`src/rtl/rv_core_pkg.sv`:
```
// Shared core definitions: datapath widths, the x0 register index and the
// write-back source selector used by the regfile write-back arbiter.
package rv_core_pkg;

  localparam int XLEN       = 32;
  localparam int REG_ADDR_W = 5;

  localparam logic [REG_ADDR_W-1:0] REG_X0 = '0;

  typedef enum logic [1:0] {
    WB_NONE = 2'd0,
    WB_ALU  = 2'd1,
    WB_LD   = 2'd2
  } wb_src_e;

endpackage

```
`src/rtl/rf_fwd_cmp.sv`:
```
// Forwarding comparator for one decoder source port: flags a hit when the
// source register matches the write currently on the regfile port. x0 never
// hits because it is hard-wired to zero in the regfile.
module rf_fwd_cmp #(
  parameter int XLEN       = 32,
  parameter int REG_ADDR_W = 5
) (
  input  logic                  wr_en_i,
  input  logic [REG_ADDR_W-1:0] wr_reg_i,
  input  logic [XLEN-1:0]       wr_data_i,
  input  logic [REG_ADDR_W-1:0] rs_addr_i,
  output logic                  hit_o,
  output logic [XLEN-1:0]       data_o
);

  // Hit when the in-flight write targets this non-zero source register.
  always_comb begin
    hit_o  = wr_en_i && (rs_addr_i == wr_reg_i) && (rs_addr_i != '0);
    data_o = wr_data_i;
  end

endmodule

```
`src/rtl/rf_wb_arbiter.sv`:
```
// Regfile write-back arbiter: shares the single regfile write port between
// the ALU result path and the load return path. Loads win ties. A grant in
// cycle N appears registered on the write port in cycle N+1, and that stage
// is also offered to the decoder for rs1/rs2 forwarding.
// Optional feature macro: RF_WB_AGE_EN -- ALU anti-starvation age counter;
// after MAX_WAIT consecutive denials the ALU beats a pending load.
module rf_wb_arbiter
  import rv_core_pkg::*;
#(
  parameter int XLEN       = rv_core_pkg::XLEN,
  parameter int REG_ADDR_W = rv_core_pkg::REG_ADDR_W,
  parameter int MAX_WAIT   = 4
) (
  input  logic                  clk,
  input  logic                  rst,
  input  logic                  alu_valid,
  input  logic [REG_ADDR_W-1:0] alu_rd,
  input  logic [XLEN-1:0]       alu_data,
  output logic                  alu_ready,
  input  logic                  ld_valid,
  input  logic [REG_ADDR_W-1:0] ld_rd,
  input  logic [XLEN-1:0]       ld_data,
  output logic                  ld_ready,
  output logic                  rf_write_en,
  output logic [REG_ADDR_W-1:0] rf_write_reg,
  output logic [XLEN-1:0]       rf_write_data,
  input  logic [REG_ADDR_W-1:0] rs1_addr,
  input  logic [REG_ADDR_W-1:0] rs2_addr,
  output logic                  fwd_rs1_hit,
  output logic                  fwd_rs2_hit,
  output logic [XLEN-1:0]       fwd_rs1_data,
  output logic [XLEN-1:0]       fwd_rs2_data
);

  if (MAX_WAIT < 1 || MAX_WAIT > 15) begin : g_bad_max_wait
    $error("rf_wb_arbiter: MAX_WAIT must be within 1..15");
  end

  localparam logic [REG_ADDR_W-1:0] RD_X0 = REG_ADDR_W'(REG_X0);

  wb_src_e               grant;
  logic                  alu_starved;
  logic [REG_ADDR_W-1:0] grant_rd;
  logic [XLEN-1:0]       grant_data;

  logic                  wr_en_q,   wr_en_d;
  logic [REG_ADDR_W-1:0] wr_reg_q,  wr_reg_d;
  logic [XLEN-1:0]       wr_data_q, wr_data_d;

`ifdef RF_WB_AGE_EN
  localparam int AGE_W = $clog2(MAX_WAIT + 1);
  localparam logic [AGE_W-1:0] AGE_MAX = AGE_W'(MAX_WAIT);

  logic [AGE_W-1:0] age_q, age_d;

  // Count consecutive ALU denials; any cycle without a pending-and-denied
  // ALU request restarts the count. Saturates at the starvation threshold.
  always_comb begin
    age_d = '0;
    if (alu_valid && !alu_ready) begin
      age_d = (age_q == AGE_MAX) ? age_q : age_q + 1'b1;
    end
  end

  // Age counter register, cleared by reset.
  always_ff @(posedge clk or posedge rst) begin
    if (rst) begin
      age_q <= '0;
    end else begin
      age_q <= age_d;
    end
  end

  assign alu_starved = (age_q == AGE_MAX);
`else
  // Strict load priority: the ALU is never considered starved.
  assign alu_starved = 1'b0;
`endif

  // Pick the winner: load by default, ALU when alone or starved.
  always_comb begin
    grant = WB_NONE;
    if (ld_valid && !(alu_valid && alu_starved)) begin
      grant = WB_LD;
    end else if (alu_valid) begin
      grant = WB_ALU;
    end
  end

  assign alu_ready = (grant == WB_ALU);
  assign ld_ready  = (grant == WB_LD);

  // Steer the granted destination/data and form the next write-stage
  // contents; x0 writes and idle cycles leave reg/data untouched.
  always_comb begin
    grant_rd   = RD_X0;
    grant_data = '0;
    case (grant)
      WB_ALU: begin
        grant_rd   = alu_rd;
        grant_data = alu_data;
      end
      WB_LD: begin
        grant_rd   = ld_rd;
        grant_data = ld_data;
      end
      default: begin
        grant_rd   = RD_X0;
        grant_data = '0;
      end
    endcase

    wr_en_d   = (grant != WB_NONE) && (grant_rd != RD_X0);
    wr_reg_d  = wr_en_d ? grant_rd   : wr_reg_q;
    wr_data_d = wr_en_d ? grant_data : wr_data_q;
  end

  // Write stage register; reset discards any in-flight write at once.
  always_ff @(posedge clk or posedge rst) begin
    if (rst) begin
      wr_en_q   <= 1'b0;
      wr_reg_q  <= '0;
      wr_data_q <= '0;
    end else begin
      wr_en_q   <= wr_en_d;
      wr_reg_q  <= wr_reg_d;
      wr_data_q <= wr_data_d;
    end
  end

  assign rf_write_en   = wr_en_q;
  assign rf_write_reg  = wr_reg_q;
  assign rf_write_data = wr_data_q;

  rf_fwd_cmp #(
    .XLEN       (XLEN),
    .REG_ADDR_W (REG_ADDR_W)
  ) u_fwd_rs1 (
    .wr_en_i   (wr_en_q),
    .wr_reg_i  (wr_reg_q),
    .wr_data_i (wr_data_q),
    .rs_addr_i (rs1_addr),
    .hit_o     (fwd_rs1_hit),
    .data_o    (fwd_rs1_data)
  );

  rf_fwd_cmp #(
    .XLEN       (XLEN),
    .REG_ADDR_W (REG_ADDR_W)
  ) u_fwd_rs2 (
    .wr_en_i   (wr_en_q),
    .wr_reg_i  (wr_reg_q),
    .wr_data_i (wr_data_q),
    .rs_addr_i (rs2_addr),
    .hit_o     (fwd_rs2_hit),
    .data_o    (fwd_rs2_data)
  );

endmodule

```
`config.mk`:
```
export PLATFORM = sky130hd
export DESIGN_NAME = rf_wb_arbiter
export DESIGN_NICKNAME = d
export VERILOG_FILES = /design/src/rtl/rv_core_pkg.sv /design/src/rtl/rf_fwd_cmp.sv /design/src/rtl/rf_wb_arbiter.sv
export SDC_FILE = /design/constraint.sdc
export NUM_CORES = 1
export LEC_CHECK = 0
export BUFFER_PORTS_ARGS = -buffer_cell sky130_fd_sc_hd__buf_4
export CORE_MARGIN = 4
export CORE_UTILIZATION = 43
export CTS_CLUSTER_DIAMETER = 200
export DETAILED_ROUTE_END_ITERATION = 12
export GPL_ROUTABILITY_DRIVEN = 0
export PLACE_DENSITY = 0.89
export SLEW_MARGIN = 20
export SYNTH_ARGS = -nofsm -noshare
export SYNTH_HDL_FRONTEND = slang
export SYNTH_SLANG_ARGS = --single-unit
export TNS_END_PERCENT = 10
```
`constraint.sdc`:
```
create_clock -name clk -period 2.6 [get_ports clk]
set_input_delay 0.26 -clock clk [delete_from_list [all_inputs] [get_ports clk]]
set_output_delay 0.26 -clock clk [all_outputs]
set_load 0.005 [all_outputs]
```
Word-level counts from Yosys, hierarchy flattened
Index checks and enable logic that the tools add are counted.
Storage, ports and cells
  bits in registers: 38
  output and inout port bits: 106
  bits of input ports: 88
Cells by class
  equal/unequal tests: 4
  mux-type cells: 4
  reductions and logical operators: 9
Operators by type and width (number)
  $pmux 32 s2: 1
  $reduce_bool 5->1: 3
  $eq 5x5->1: 2
  $pmux 5 s2: 1
  $logic_and 1x1->1: 5
  $eq 2x1->1 const B: 1
  $eq 2x2->1 const B: 1
  $mux 2: 1
  $reduce_bool 2->1: 1
  $mux 1: 1

Depth between registers and ports, before layout
  word-level depth: 6
  depth in mapped cells: 5
  mapped depth without buffers: 4

Hierarchy
Synthesis repeated with hierarchy kept, for this count alone.
Unflattened totals
  cell total of the unflattened synthesis: 218
  area, all modules: 2428.6 µm²
By module, submodules not included
  rf_wb_arbiter: seq. area each 950.9 µm², cells an instance 134, area an instance 1808.0 µm², times used 1
  rf_fwd_cmp: seq. area each 0.0 µm², cells an instance 42, area an instance 310.3 µm², times used 2

Least setup slack after synthesis
Ideal clock, no wire load.
  path kind: input to register
  start: input alu_rd[4]
  end: register wr_data_q[15], in the netlist rf_write_data[15]
  arrival: 1.978 ns
  slack: 0.498 ns
  cell stages on the path: 5
  setup time: 0.125 ns
  path buffers: 1
  cells stage by stage: or4_1 -> a22o_1 -> a221oi_4 -> buf_6 -> mux2_2
Between the ends
  longest elaborated chain between the ends: 3
RTL lines
  start, declared: line rf_wb_arbiter.sv:17  | input logic [REG_ADDR_W-1:0] alu_rd,
  $pmux 5 s2: line rf_wb_arbiter.sv:98  | case (grant)
  $reduce_bool 5->1: line rf_wb_arbiter.sv:113  | wr_en_d = (grant != WB_NONE) && (grant_rd != RD_X0);
  $logic_and 1x1->1: line rf_wb_arbiter.sv:113
  end signal, assigned: line rf_wb_arbiter.sv:127  | wr_data_q <= wr_data_d;
  end, declared: line rf_wb_arbiter.sv:48  | logic [XLEN-1:0] wr_data_q, wr_data_d;
No other way between the ends.
A chain may end at the register's enable or synchronous reset.

Worst setup path in the final report
  start: input alu_rd[4]
  end: register wr_data_q[7], in the netlist rf_write_data[7]
Same word-level chain as after synthesis.

==> qor.yml <==
cp_max_fo: 23
power.leakage_nw: 1.85
setup_tns_ns: 0
post-route-period-util_pct: 74.6
fin_hold_ws_ns: 0.0919
clkSinkCount: 38
synth_commonest_cells: "buf_4, dfrtp_1, a22o_1, mux2_2, clkbuf_1"
setup.worst_path.end: "rf_write_data[7]$_DFFE_PP0P_"
synth_top_area_share_pct: 39.3
first_pass_iters: 6
fin_crit_ns: 1.94
cts_tree: "yes"
insertedDiodeCount: 0
power_frac_seq_pct: 42.8
rr_endpoint: "rf_write_data[6]$_DFFE_PP0P_"
syn2layout_area_growth_pct: 45.7
p_comb_share_pct: 36.2
synthTopCellsByArea: "dfrtp_1, buf_4, mux2_2, a22o_1, xnor2_1"
antenna_left: 0
initial_core_util_pct: 44.2
grt_pass1_wl_um: 10300
ir_drop_mv: 0.296
n_fill_cell: 438
startpoint: "alu_rd[4]"
drc: 0
hold_path_class: "in -> async"
grt_overflow_total: 0
multi_input_area_um2: 916
clk_latency_ns: 0.28
p_int_w: 0.00126
yosysSeqAreaShare_pct: 39.3
endpoint_kind: "register"
syn_avg_cell_area_um2: 11.1
skew_ns: 0
rsz0062_at_grt: "no"
r2r_start: "rf_write_data[6]$_DFFE_PP0P_"
wl_um: 6620
outcome: "complete, no violations"
drt_iter0_drc: 83
mappedNetlistArea_mm2: 0.00242
slew-limit-headroom_pct: 68.5
p_per_area_mw_per_mm2: 493
dp_hpwl_um: 5320
ys_dominant_reg_cell: "dfrtp_1"
utilization_pct: 64.4
p_clk_share_pct: 21.0
clock.fmax_mhz: 516
switching_share_pct: 27.2
io_pins: 194
synth_edf_count: 0
hold_violations: 0
cp.required_ns: 2.76
vias: 2051
post-cts-setup-buffers: 0
slew_violations: 0
clk_path_buf_depth: 2
r2r_cells: 1
drive_gt1_share_pct: 67.9
nets: 434
synth.most_common_cell: "buf_4"
antenna_found_initial: 0
core_area_mm2: 0.00547
cts_resized: 0
r2r_setup_slack_ns: 1.78
drv_cap: 0
clk_pin_slew_ns: 0.06
cts_max_level: 2
grt_usage_pct: 18.1
critical_path_arrival_ns: 2.10
die_h_um: 83.0
yosysTopAreaCell: "dfrtp_1"
syn_nets: 306
die_w_um: 83.0
syn_inst: 218
cts_buffers: 5
synth-seq-cells: 38
crit_type: "in -> reg"
largest_reg_flops: 32
synth.distinct_cells: 22
post_drt_wl_per_cell_um: 15.8
regArea_um2: 951
power_switching_w: 0.000472
vias_per_cell: 4.91
tightest_slew_ns: 0.472
ys_async_sr_fraction_pct: 100
port_buffers: 193
yosys_warnings: 0
grt_max_degree: 43
cts-hold-fix-buffers: 0
setup_violations: 0
dieArea_mm2: 0.00689
cp-start-kind: "primary input"
rows: 27
grt_pass1_vias: 2034
cts_root_buffer: "clkbuf_8"
worst max-delay path, cell delays in order:
cell and delay [ns]:
buf_4 0.11, or4_1 0.53, a22o_1 0.29, a221oi_4 0.21, buf_4 0.32, mux2_2 0.37
cells by family (layout without fill, tap and decap cells):
kind of cell    count (synthesis)  in the layout  share of synthesized area (%)
buf+inv                        79            207                           23.1
flops                          38             38                           39.3
compound gates                 46             46                           16.5
simple gates                   15             15                           3.26
mux                            32             32                           14.9
xor+xnor                        8              8                           2.90
cell type report:
cell class                      count  share of cell area, %
Multi-Input combinational cell    101                   26.0
Tap cell                           72                   2.56
Timing Repair Buffer              197                   42.0
Inverter                            3                  0.320
Clock buffer                        7                   2.17
Sequential cell                    38                   27.0
how the worst min path moves through the flow:
stage	endpoint	slack (ns)
4_1_cts	rf_write_data[4]$_DFFE_PP0P_	0.10
3_5_place_dp	rf_write_data[5]$_DFFE_PP0P_	0.41
3_3_place_gp	rf_write_data[14]$_DFFE_PP0P_	0.40
2_1_floorplan	rf_write_reg[3]$_DFFE_PP0P_	0.39
6_report	rf_write_data[11]$_DFFE_PP0P_	0.09
5_1_grt	rf_write_data[16]$_DFFE_PP0P_	0.13
routing by layer:
| metal | global-route usage, % | vias to the layer above | part of all wire, % |
|---|---|---|---|
| met2 | 33.6 | 106 | 55 |
| li1 | - | 965 | - |
| met5 | 0 | - | 0 |
| met1 | 19.8 | 976 | 36 |
| met3 | 6.25 | 4 | 8.7 |
| met4 | 4.01 | 0 | 0.53 |
stage by stage:
step | cells | instance area, um2 | worst slack, ns | power, W
5_1_grt | 418 | 3520 | 0.587 | 0.00184
6_report | 418 | 3520 | 0.661 | 0.00174
4_1_cts | 418 | 3520 | 0.662 | 0.00176
3_3_place_gp | 411 | 3450 | 0.437 | 0.00137
3_5_place_dp | 411 | 3450 | 0.372 | 0.00139
2_1_floorplan | 218 | 2420 | 0.498 | 0.00111
cells in the final DEF, fill, tap and decap left out, drive strengths merged:
cell type  count
a21o           4
a21oi          2
a221oi         1
a22o          36
a22oi          1
buf          197
clkbuf         7
dfrtp         38
inv            3
mux2          32
nand2          3
nand3          2
nor2           1
nor2b          1
nor3           4
nor4           2
o21ai          2
or4            2
xnor2          5
xor2           3
power by group through the flow:
stage / combinational, W / sequential, W / clock, W
finish: 0.000628 / 0.000744 / 0.000364
global route: 0.000675 / 0.000758 / 0.000411
CTS: 0.000640 / 0.000745 / 0.000379
detailed placement: 0.000639 / 0.000755 / 0
global placement: 0.000622 / 0.000750 / 0
floorplan: 0.000366 / 0.000742 / 0
Power figures use the tool's default switching activity.
